`src/rtl/xbus_pkg.sv`:
```
// Shared constants and types for the two-master xbus arbiter.
package xbus_pkg;

    localparam int XBUS_ADDR_W = 32;
    localparam int XBUS_DATA_W = 32;
    localparam int XBUS_BE_W   = XBUS_DATA_W / 8;

    localparam int ARB_RR    = 0;
    localparam int ARB_FIXED = 1;

    typedef enum logic {
        OWN_M0 = 1'b0,
        OWN_M1 = 1'b1
    } owner_e;

endpackage

```
`src/rtl/xbus_if.sv`:
```
// Master-side request/response link and RAM-side slave link of the xbus.
interface xbus_if #(
    parameter int ADDR_W = xbus_pkg::XBUS_ADDR_W,
    parameter int DATA_W = xbus_pkg::XBUS_DATA_W
);
    localparam int BE_W = DATA_W / 8;

    logic              req;
    logic              we;
    logic [BE_W-1:0]   be;
    logic [ADDR_W-1:0] addr;
    logic [DATA_W-1:0] wdata;
    logic              gnt;
    logic              rvalid;
    logic [DATA_W-1:0] rdata;

    modport master (output req, we, be, addr, wdata, input gnt, rvalid, rdata);
    modport slave  (input req, we, be, addr, wdata, output gnt, rvalid, rdata);
endinterface

interface xbus_mem_if #(
    parameter int ADDR_W = xbus_pkg::XBUS_ADDR_W,
    parameter int DATA_W = xbus_pkg::XBUS_DATA_W
);
    localparam int BE_W = DATA_W / 8;

    logic              cs;
    logic              we;
    logic [BE_W-1:0]   be;
    logic [ADDR_W-1:0] addr;
    logic [DATA_W-1:0] wdata;
    logic [DATA_W-1:0] rdata;

    modport master (output cs, we, be, addr, wdata, input rdata);
    modport slave  (input cs, we, be, addr, wdata, output rdata);
endinterface

```
`src/rtl/xbus_arb_pick.sv`:
```
// Combinational two-way chooser: round-robin or m0-priority with a starvation override.
module xbus_arb_pick
    import xbus_pkg::*;
#(
    parameter int ARB_MODE = ARB_RR
) (
    input  logic   req0,
    input  logic   req1,
    input  owner_e last_gnt,
    input  logic   starve_hit,
    output logic   gnt0,
    output logic   gnt1
);

    always_comb begin
        gnt0 = 1'b0;
        gnt1 = 1'b0;
        if (req0 && req1) begin
            if (ARB_MODE == ARB_FIXED) begin
                if (starve_hit) gnt1 = 1'b1;
                else            gnt0 = 1'b1;
            end else begin
                if (last_gnt == OWN_M1) gnt0 = 1'b1;
                else                    gnt1 = 1'b1;
            end
        end else begin
            gnt0 = req0;
            gnt1 = req1;
        end
    end

endmodule

```
`src/rtl/xbus_arbiter.sv`:
```
// Two-master arbiter in front of a single-port RAM with 1-cycle read latency;
// read data is tagged back to the master that issued the read.
module xbus_arbiter
    import xbus_pkg::*;
#(
    parameter int ADDR_W       = XBUS_ADDR_W,
    parameter int DATA_W       = XBUS_DATA_W,
    parameter int ARB_MODE     = ARB_RR,
    parameter int STARVE_LIMIT = 4
) (
    input  logic         clk,
    input  logic         rst_n,
    xbus_if.slave        m0,
    xbus_if.slave        m1,
    xbus_mem_if.master   s
);

    localparam int CNT_W = $clog2(STARVE_LIMIT + 1);

    owner_e           last_gnt;
    owner_e           last_gnt_nxt;
    logic [CNT_W-1:0] starve_cnt;
    logic [CNT_W-1:0] starve_cnt_nxt;
    logic             rvalid0_q;
    logic             rvalid1_q;
    logic             pick0;
    logic             pick1;
    logic             gnt0;
    logic             gnt1;
    logic             starve_hit;

    assign starve_hit = (starve_cnt == CNT_W'(STARVE_LIMIT)) && m1.req;

    xbus_arb_pick #(
        .ARB_MODE (ARB_MODE)
    ) u_pick (
        .req0       (m0.req),
        .req1       (m1.req),
        .last_gnt   (last_gnt),
        .starve_hit (starve_hit),
        .gnt0       (pick0),
        .gnt1       (pick1)
    );

    // Grants are combinational, so they must be forced low while reset is held.
    assign gnt0 = pick0 & rst_n;
    assign gnt1 = pick1 & rst_n;

    always_comb begin
        last_gnt_nxt   = last_gnt;
        starve_cnt_nxt = starve_cnt;
        if (gnt0)      last_gnt_nxt = OWN_M0;
        else if (gnt1) last_gnt_nxt = OWN_M1;
        if (!m1.req || gnt1) begin
            starve_cnt_nxt = '0;
        end else if (gnt0 && (starve_cnt != CNT_W'(STARVE_LIMIT))) begin
            starve_cnt_nxt = starve_cnt + CNT_W'(1);
        end
    end

    always_ff @(posedge clk or negedge rst_n) begin
        if (!rst_n) begin
            last_gnt   <= OWN_M1;
            starve_cnt <= '0;
            rvalid0_q  <= 1'b0;
            rvalid1_q  <= 1'b0;
        end else begin
            last_gnt   <= last_gnt_nxt;
            starve_cnt <= starve_cnt_nxt;
            rvalid0_q  <= gnt0 & ~m0.we;
            rvalid1_q  <= gnt1 & ~m1.we;
        end
    end

    always_comb begin
        s.cs    = gnt0 | gnt1;
        s.we    = 1'b0;
        s.be    = '0;
        s.addr  = m0.addr;
        s.wdata = m0.wdata;
        if (gnt1) begin
            s.we    = m1.we;
            s.be    = m1.be;
            s.addr  = m1.addr;
            s.wdata = m1.wdata;
        end else if (gnt0) begin
            s.we    = m0.we;
            s.be    = m0.be;
        end
        if (!rst_n) begin
            s.addr  = '0;
            s.wdata = '0;
        end
    end

    assign m0.gnt    = gnt0;
    assign m1.gnt    = gnt1;
    assign m0.rvalid = rvalid0_q;
    assign m1.rvalid = rvalid1_q;
    assign m0.rdata  = rst_n ? s.rdata : '0;
    assign m1.rdata  = rst_n ? s.rdata : '0;

endmodule
```
`src/flat_wrapper.sv`:
```
// flat-port wrapper written by rule: the top's interface ports become plain ports
module xbus_arbiter_flat import xbus_pkg::*;
#(
    parameter int ADDR_W       = XBUS_ADDR_W,
    parameter int DATA_W       = XBUS_DATA_W,
    parameter int ARB_MODE     = ARB_RR,
    parameter int STARVE_LIMIT = 4
)
  (clk, rst_n, m0_req, m0_we, m0_be, m0_addr, m0_wdata, m0_gnt, m0_rvalid, m0_rdata, m1_req, m1_we, m1_be, m1_addr, m1_wdata, m1_gnt, m1_rvalid, m1_rdata, s_cs, s_we, s_be, s_addr, s_wdata, s_rdata);
  xbus_if #(.ADDR_W(ADDR_W), .DATA_W(DATA_W)) m0_i ();
  xbus_if #(.ADDR_W(ADDR_W), .DATA_W(DATA_W)) m1_i ();
  xbus_mem_if #(.ADDR_W(ADDR_W), .DATA_W(DATA_W)) s_i ();
  input  logic clk;
  input  logic rst_n;
  input wire logic [$bits(m0_i.req)-1:0] m0_req;
  input wire logic [$bits(m0_i.we)-1:0] m0_we;
  input wire logic [$bits(m0_i.be)-1:0] m0_be;
  input wire logic [$bits(m0_i.addr)-1:0] m0_addr;
  input wire logic [$bits(m0_i.wdata)-1:0] m0_wdata;
  output wire logic [$bits(m0_i.gnt)-1:0] m0_gnt;
  output wire logic [$bits(m0_i.rvalid)-1:0] m0_rvalid;
  output wire logic [$bits(m0_i.rdata)-1:0] m0_rdata;
  input wire logic [$bits(m1_i.req)-1:0] m1_req;
  input wire logic [$bits(m1_i.we)-1:0] m1_we;
  input wire logic [$bits(m1_i.be)-1:0] m1_be;
  input wire logic [$bits(m1_i.addr)-1:0] m1_addr;
  input wire logic [$bits(m1_i.wdata)-1:0] m1_wdata;
  output wire logic [$bits(m1_i.gnt)-1:0] m1_gnt;
  output wire logic [$bits(m1_i.rvalid)-1:0] m1_rvalid;
  output wire logic [$bits(m1_i.rdata)-1:0] m1_rdata;
  output wire logic [$bits(s_i.cs)-1:0] s_cs;
  output wire logic [$bits(s_i.we)-1:0] s_we;
  output wire logic [$bits(s_i.be)-1:0] s_be;
  output wire logic [$bits(s_i.addr)-1:0] s_addr;
  output wire logic [$bits(s_i.wdata)-1:0] s_wdata;
  input wire logic [$bits(s_i.rdata)-1:0] s_rdata;
  assign m0_i.req = m0_req;
  assign m0_i.we = m0_we;
  assign m0_i.be = m0_be;
  assign m0_i.addr = m0_addr;
  assign m0_i.wdata = m0_wdata;
  assign m0_gnt = m0_i.gnt;
  assign m0_rvalid = m0_i.rvalid;
  assign m0_rdata = m0_i.rdata;
  assign m1_i.req = m1_req;
  assign m1_i.we = m1_we;
  assign m1_i.be = m1_be;
  assign m1_i.addr = m1_addr;
  assign m1_i.wdata = m1_wdata;
  assign m1_gnt = m1_i.gnt;
  assign m1_rvalid = m1_i.rvalid;
  assign m1_rdata = m1_i.rdata;
  assign s_cs = s_i.cs;
  assign s_we = s_i.we;
  assign s_be = s_i.be;
  assign s_addr = s_i.addr;
  assign s_wdata = s_i.wdata;
  assign s_i.rdata = s_rdata;
  xbus_arbiter #(.ADDR_W(ADDR_W), .DATA_W(DATA_W), .ARB_MODE(ARB_MODE), .STARVE_LIMIT(STARVE_LIMIT)) u_core (.clk(clk), .rst_n(rst_n), .m0(m0_i), .m1(m1_i), .s(s_i));
endmodule
```
`config.mk`:
```
export PLATFORM = sky130hd
export DESIGN_NAME = xbus_arbiter_flat
export DESIGN_NICKNAME = d
export VERILOG_FILES = /design/src/rtl/xbus_pkg.sv /design/src/rtl/xbus_if.sv /design/src/rtl/xbus_arb_pick.sv /design/src/rtl/xbus_arbiter.sv /design/src/flat_wrapper.sv
export SDC_FILE = /design/constraint.sdc
export NUM_CORES = 1
export LEC_CHECK = 0
export ABC_CLOCK_PERIOD_IN_PS = 1210
export BUFFER_PORTS_ARGS = -buffer_cell sky130_fd_sc_hd__buf_2
export CAP_MARGIN = 20
export CORE_AREA = 2 2 121 123
export CTS_CLUSTER_DIAMETER = 150
export DETAILED_ROUTE_END_ITERATION = 8
export DIE_AREA = 0 0 123 125
export HOLD_SLACK_MARGIN = 0.1
export SLEW_MARGIN = 40
export SYNTH_ARGS = -nofsm -noshare
export SYNTH_HDL_FRONTEND = slang
export SYNTH_SLANG_ARGS = --single-unit
```
`constraint.sdc`:
```
create_clock -name clk -period 1.21 [get_ports clk]
set_input_delay 0.121 -clock clk [delete_from_list [all_inputs] [get_ports clk]]
set_output_delay 0.121 -clock clk [all_outputs]
set_load 0.03 [all_outputs]
```
==> results of run 1 <==
[kinds of logic after synthesis]
group	after synthesis	share of synthesized area, %
and+or+nand+nor	178	37.2
muxes	64	31.7
buffers and inverters	61	23.7
DFF	3	3.77
AOI/OAI and AO/OA	8	3.65
[Yosys cell counts, drive strengths merged (2+ instances only)]
cell type,n
inv,2
and2,32
buf,50
dfrtp,2
nor2,4
mux2i,64
clkbuf,9
nor3,2
nand2,139
o32ai,5
[area by class of cell]
class | count | area (um^2) | share of cell area (%)
Timing Repair Buffer | 356 | 2320 | 52.3
Clock buffer | 4 | 78.8 | 1.78
Multi-Input combinational cell | 250 | 1720 | 38.8
Tap cell | 184 | 230 | 5.20
Inverter | 2 | 7.51 | 0.169
Sequential cell | 3 | 76.3 | 1.72
[through the flow]
step | area (um^2) | hold WS (ns) | utilization, % | cells
after global placement | 3850 | 0.316 | 27.1 | 784
after detailed placement | 3850 | 0.320 | 27.1 | 784
after floorplan | 2190 | -0.175 | - | 314
final | 4430 | 0.233 | 31.2 | 799
after global routing | 4430 | 0.270 | 31.2 | 799
after CTS | 4310 | 0.256 | 30.4 | 795
[routing by layer]
metal	wire (um)	global-route usage, %
met1	4050	13.3
met2	5550	23.5
met3	823	1.82
met4	0	0.802
met5	0	0
[worst reg2reg max path, delay by kind of cell (launching register included)]
family | cells | cell delay (ns)
buf+inv | 3 | 0.38
flops | 1 | 0.54
compound gates | 1 | 0.14
simple gates | 1 | 0.05
[flip-flops by register name (all words and copies together), names as in the netlist]
signal	cells
u_core.last_gnt	1
u_core.m0.rvalid	1
u_core.m1.rvalid	1
[where the power goes]
part / total (mW) / internal, mW / leakage (nW) / switching (mW)
registers: 0.123 / 0.116 / 0.0377 / 0.00748
logic: 2.48 / 1.10 / 2.45 / 1.38
clock network: 0.528 / 0.435 / 0.0382 / 0.0931
total: 3.13 / 1.65 / 2.52 / 1.48
[repair_timing]
action / CTS / global route
endpoints found under the setup margin: 71 / 74
cloned: 0 / 2
pin swaps: 0 / 0
gates resized for setup: 100 / 18
hold endpoints to repair: 4 / 0
buffers inserted: 4 / 2
hold buffers: 3 / 0
[worst max path at each step]
stage	from	to	slack [ns]	cells past startpoint
2_1_floorplan	u_core.last_gnt	s_addr[11]	-0.33	4
3_3_place_gp	u_core.last_gnt	s_wdata[8]	-0.47	4
3_5_place_dp	u_core.last_gnt	s_wdata[8]	-0.50	4
4_1_cts	u_core.last_gnt	s_wdata[4]	-0.44	5
5_1_grt	u_core.last_gnt	s_be[2]	-0.50	6
6_report	u_core.last_gnt	s_be[2]	-0.45	6
==> results by group, run 1 <==
Flow run
  • MaxCap Viol Count: 0

Worst setup path
  • Crit end category: output pin
  • Req. time, crit path: 1.09 ns
  • R2R depth: 5
  • R2R Path Start: u_core.last_gnt
  • Critical Path Max Stage Delay: 0.54 ns
  • Setup CP Type: register to output pin
  • FF-to-FF setup slack: -0.03 ns
  • Worst EP arrival: 1.54 ns
  • Crit path max fanout: 6
  • Worst path cell trace: buf_4 -> buf_4 -> a21bo_4 -> buf_12 -> o32ai_4 -> buf_6
  • Cell mode on critical path: buf_4
  • Largest delay share family, worst path: flip-flops
  • WP buf/inv: 4
  • Critical Path Slowest Stage Cell: dfstp_2
  • Reg2reg end: u_core.m1.rvalid
  • Startpoint Class: register

Final layout
  • Fraction of layout cells with a size suffix above 1: 61.6%
  • # nets final: 790
  • ANT cells: 0
  • Commonest non-fill, non-tap cell in the layout: buf_2
  • Filler cell count: 1561
  • Most frequent cells in the layout: 229 x buf_2, 139 x nand2_1, 85 x buf_4, 55 x mux2i_1, 31 x and2_1
  • P&R area growth vs syn: 119%

Placement
  • DP Worst Slack: -0.496 ns
  • Placer Congestion: 0.807
  • IO Port Bufs: 311
  • Dpl hpwl: 8430 um

Floorplanning
  • Io pins: 312
  • Starting density of the core: 14.2%
  • Num rows: 44
  • Die area: 15400 um^2
  • Die height: 125 um
  • Placeable Area: 14200 um^2
  • Die width: 123 um

Power
  • PwrDens: 707 nW/um^2
  • Leak pwr: 2.52 nW
  • Worst vdd ir: 0.000615 V
  • Total chip power: 3.13 mW

Routing
  • Drt total wl: 10400 um
  • Routed vias: 3140
  • DRC Markers: 0
  • Pre-antenna DRT Iters: 4
  • Antenna violation net count after detailed routing: 0
  • First DRT Iteration DRCs: 90
  • Routed WL per cell: 13.0 um
  • Avg Vias per Cell: 3.93

CTS
  • Later-pin clock latency in the skew report: 0.22 ns
  • CTS tree: done
  • Root buf cell: clkbuf_16
  • CTS sink cnt: 3
  • Worst-path clk slew: 0.03 ns
  • Cts bufs inserted: 3
  • H-tree levels: 1
  • Clock tree buffer depth: 2

Synthesis
  • Post-synthesis net count: 488
  • Register area share after synthesis: 3.77%
  • Synth area leader: mux2i_1
  • Asr flop ratio synth: 100%
  • #FFs+latches synth: 3
  • Post-Syn Instances: 314
  • Post-synth top area share: 31.7%
  • Top cells by area, synth: mux2i_1 32%, nand2_1 26%, buf_4 12%
  • Avg Inst Size Synth: 6.44 um^2
  • EDFF count, synth: 0
  • Main synth FF type: dfrtp_1
  • Synth Cell Area: 2020 um^2
  • Synth cell types: 17
  • Ys Warns: 0

GRT
  • Vias in the first global route: 2987
  • Remaining global-route overflow: 0
  • Largest net degree at the start of global routing: 47
  • All-Layer GR Usage: 11.7%
  • First-pass GRT wire length: 14600 um
  • Initial antenna violation count: 0

Timing
  • Worst-Margin Slew: 0.411 ns
  • Setup TNS: -27.77 ns
  • Slew Viols, Final: 0
  • Endpoints failing setup: 72
  • Final hold violations: 0
  • F_max: 603 MHz
  • Setup Skew: 0.00342 ns
  • RSZ-0062 raised after global routing: true
  • Final min period: 1.66 ns
  • Worst Slack Setup Final: -0.448 ns
  • Crit share post-route: 137%
  • Rel. slew slack: 72.6%

Status
  • Status: finished with violations
  • Failing checks: setup timing

Min path
  • Hold WC Path Type: primary input to asynchronous set/reset pin
No activity file was read; power rests on OpenSTA's default activity.
==> run 2, diff against run 1 <==
--- a/config.mk
+++ b/config.mk
@@ -5,13 +5,14 @@
 export SDC_FILE = /design/constraint.sdc
 export NUM_CORES = 1
 export LEC_CHECK = 0
+export ABC_AREA = 1
 export ABC_CLOCK_PERIOD_IN_PS = 1210
 export BUFFER_PORTS_ARGS = -buffer_cell sky130_fd_sc_hd__buf_2
 export CAP_MARGIN = 20
-export CORE_AREA = 2 2 121 123
+export CORE_AREA = 2 2 122 124
 export CTS_CLUSTER_DIAMETER = 150
 export DETAILED_ROUTE_END_ITERATION = 8
-export DIE_AREA = 0 0 123 125
+export DIE_AREA = 0 0 124 126
 export HOLD_SLACK_MARGIN = 0.1
 export SLEW_MARGIN = 40
 export SYNTH_ARGS = -nofsm -noshare
==> results by group, run 2 <==
Worst setup path
  • Cell mode on critical path: nand2_4 (was buf_4)
  • Startpoint Class: register (unchanged)
  • WP buf/inv: 3 (was 4)
  • R2R Path Start: u_core.last_gnt (unchanged)
  • R2R depth: 7 (was 5)
  • FF-to-FF setup slack: -0.09 ns (was -0.03 ns)
  • Worst EP arrival: 1.48 ns (was 1.54 ns)
  • Critical Path Max Stage Delay: 0.54 ns (about the same)
  • Setup CP Type: register to output pin (unchanged)
  • Crit end category: output pin (unchanged)
  • Worst path cell trace: nand2_4 -> nand2_8 -> buf_12 -> buf_16 -> nand2_4 -> nand2_4 -> buf_6 (was buf_4 -> buf_4 -> a21bo_4 -> buf_12 -> o32ai_4 -> buf_6)
  • Largest delay share family, worst path: flip-flops (unchanged)
  • Reg2reg end: u_core.m1.rvalid (unchanged)
  • Critical Path Slowest Stage Cell: dfstp_2 (unchanged)
  • Crit path max fanout: 5 (was 6)
  • Req. time, crit path: 1.09 ns (about the same)

Power
  • PwrDens: 633 nW/um^2 (was 707 nW/um^2)
  • Leak pwr: 3.35 nW (was 2.52 nW)
  • Worst vdd ir: 0.000329 V (was 0.000615 V)
  • Total chip power: 3.03 mW (was 3.13 mW)

Status
  • Status: finished with violations (unchanged)
  • Failing checks: setup timing (unchanged)

Flow run
  • MaxCap Viol Count: 0 (unchanged)

Synthesis
  • Main synth FF type: dfrtp_1 (unchanged)
  • Avg Inst Size Synth: 4.46 um^2 (was 6.44 um^2)
  • Asr flop ratio synth: 100% (unchanged)
  • Top cells by area, synth: nand2_1 41%, inv_1 17%, nand3_1 17% (was mux2i_1 32%, nand2_1 26%, buf_4 12%)
  • Ys Warns: 0 (unchanged)
  • Synth area leader: nand2_1 (was mux2i_1)
  • Synth cell types: 14 (was 17)
  • Top-count cell post-synth: nand2_1 (unchanged)
  • Synth Cell Area: 2150 um^2 (was 2020 um^2)
  • Synth top cells by count: 233 x nand2_1, 100 x inv_1, 74 x nand3_1, 38 x buf_4, 20 x buf_2 (was 139 x nand2_1, 64 x mux2i_1, 33 x buf_4, 32 x and2_1, 10 x buf_2)
  • Register area share after synthesis: 3.55% (was 3.77%)
  • #FFs+latches synth: 3 (unchanged)
  • Post-synthesis net count: 655 (was 488)
  • Post-Syn Instances: 481 (was 314)
  • EDFF count, synth: 0 (unchanged)
  • Post-synth top area share: 40.7% (was 31.7%)

Floorplanning
  • Die height: 126 um (was 125 um)
  • Die area: 15600 um^2 (was 15400 um^2)
  • Io pins: 312 (unchanged)
  • Placeable Area: 14300 um^2 (was 14200 um^2)
  • Starting density of the core: 15.0% (was 14.2%)
  • Die width: 124 um (was 123 um)
  • Num rows: 44 (unchanged)

Min path
  • Hold WC Path Type: primary input to register (was primary input to asynchronous set/reset pin)
  • Start point of the worst hold path: m1_req
  • Hold EP: u_core.m0.rvalid
  • Worst Hold Path Cells: 4

Final layout
  • ANT cells: 0 (unchanged)
  • Final core utilization: 33.4% (was 31.2%)
  • Most frequent cells in the layout: 248 x buf_2, 150 x nand2_1, 97 x inv_1, 67 x nand3_1, 53 x buf_6 (was 229 x buf_2, 139 x nand2_1, 85 x buf_4, 55 x mux2i_1, 31 x and2_1)
  • # nets final: 936 (was 790)
  • Commonest non-fill, non-tap cell in the layout: buf_2 (unchanged)
  • P&R area growth vs syn: 123% (was 119%)
  • Filler cell count: 1568 (was 1561)
  • Fraction of layout cells with a size suffix above 1: 57.6% (was 61.6%)

Placement
  • Dpl hpwl: 8990 um (was 8430 um)
  • IO Port Bufs: 311 (unchanged)
  • Placer Congestion: 0.770 (was 0.807)
  • DP Worst Slack: -0.207 ns (was -0.496 ns)

Timing
  • Worst Slack Setup Final: -0.389 ns (was -0.448 ns)
  • Slew Viols, Final: 0 (unchanged)
  • Endpoints failing setup: 72 (unchanged)
  • F_max: 625 MHz (was 603 MHz)
  • Crit share post-route: 132% (was 137%)
  • RSZ-0062 raised after global routing: true (unchanged)
  • Final min period: 1.60 ns (was 1.66 ns)
  • Setup Skew: 0.000384 ns (was 0.00342 ns)
  • Worst-Margin Slew: 0.290 ns (was 0.411 ns)
  • Final hold violations: 0 (unchanged)
  • Rel. slew slack: 80.7% (was 72.6%)

CTS
  • Cts bufs inserted: 3 (unchanged)
  • Later-pin clock latency in the skew report: 0.22 ns (about the same)
  • Root buf cell: clkbuf_16 (unchanged)
  • CTS sink cnt: 3 (unchanged)
  • Clock tree buffer depth: 2 (unchanged)
  • CTS tree: done (unchanged)
  • H-tree levels: 1 (unchanged)
  • Worst-path clk slew: 0.03 ns (about the same)

GRT
  • Initial antenna violation count: 1 (was 0)
  • Largest net degree at the start of global routing: 47 (unchanged)
  • First-pass GRT wire length: 17300 um (was 14600 um)
  • Remaining global-route overflow: 0 (unchanged)
  • All-Layer GR Usage: 13.9% (was 11.7%)
  • Vias in the first global route: 3503 (was 2987)

Routing
  • Pre-antenna DRT Iters: 4 (unchanged)
  • Antenna violation net count after detailed routing: 0 (unchanged)
  • Routed vias: 3715 (was 3140)
  • Avg Vias per Cell: 3.93 (about the same)
  • Drt total wl: 11600 um (was 10400 um)
  • First DRT Iteration DRCs: 108 (was 90)
  • Routed WL per cell: 12.2 um (was 13.0 um)
  • DRC Markers: 0 (unchanged)
-- run 2: cell types whose count changed after synthesis, moves of 7 or more --
cell,before,now
buf_12,7,0
buf_2,10,20
nand3_1,0,74
and2_1,32,0
nand2_1,139,233
inv_1,2,100
mux2i_1,64,0
-- run 2: area by class of cell --
cell class | instances | area [um^2] | area share, %
well taps | 184 | 230 | 4.81
multi-input cells | 313 | 1730 | 36.1
repair buffers | 340 | 2290 | 47.9
flip-flops and latches | 3 | 76.3 | 1.59
clock buffers | 4 | 78.8 | 1.65
inverters | 101 | 382 | 7.97
-- run 2: per-stage QoR --
step	instance area [um^2]	TNS [ns]	instances	hold slack, ns
2_1_floorplan	2510	-0.508	481	-0.175
6_report	4790	-22.88	945	0.265
5_1_grt	4790	-27.95	945	0.285
4_1_cts	4770	-24.60	945	0.260
3_3_place_gp	4090	-9.49	930	0.0638
3_5_place_dp	4090	-10.36	930	0.0642
-- run 2: tightest hold or removal path, cell delays in order --
cell	delay, ns
buf_2	0.12
nand2_4	0.09
nand2_4	0.08
nor2_1	0.04
-- run 2: kinds of logic (layout without fill, tap and decap cells) --
logic type,count (synthesis),after routing,share of synthesized area [%]
AO/OA/AOI/OAI,1,1,0.233
AND/OR/NAND/NOR,312,312,59.2
flip-flops,3,3,3.56
buffers and inverters,165,445,37.0
-- run 2: power by group --
group          total [mW]  internal, mW  leakage, nW  switching (mW)
combinational        2.39         0.953         3.27            1.43
clock               0.528         0.435       0.0382          0.0933
sequential          0.117         0.112       0.0376         0.00507
total                3.03          1.50         3.35            1.53
-- run 2: worst max path at each step --
stage,startpoint,end,slack [ns],cells past startpoint
final,u_core.last_gnt,s_addr[1],-0.39,7
after global routing,u_core.last_gnt,s_addr[1],-0.44,7
after CTS,u_core.last_gnt,s_addr[4],-0.40,7
after detailed placement,u_core.last_gnt,s_wdata[9],-0.21,5
after global placement,u_core.last_gnt,s_wdata[4],-0.19,5
after floorplan,u_core.last_gnt,s_wdata[19],-0.03,6
-- run 2: timing repair --
item	in CTS	in global routing
pin swaps	5	2
hold buffers	4	0
buffers inserted	4	1
gates cloned	3	0
resized for setup	141	10
hold endpoints to repair	5	0
endpoints found under the setup margin	71	80
-- run 2: per-layer routing --
| metal | share of wire [%] | track usage (%) | vias up |
|---|---|---|---|
| met1 | 40 | 16.5 | 1595 |
| met4 | 1.8 | 3.24 | 2 |
| met2 | 52 | 26.3 | 178 |
| met5 | 0.11 | 0 | - |
| met3 | 7.0 | 1.49 | 18 |
| li1 | - | - | 1922 |
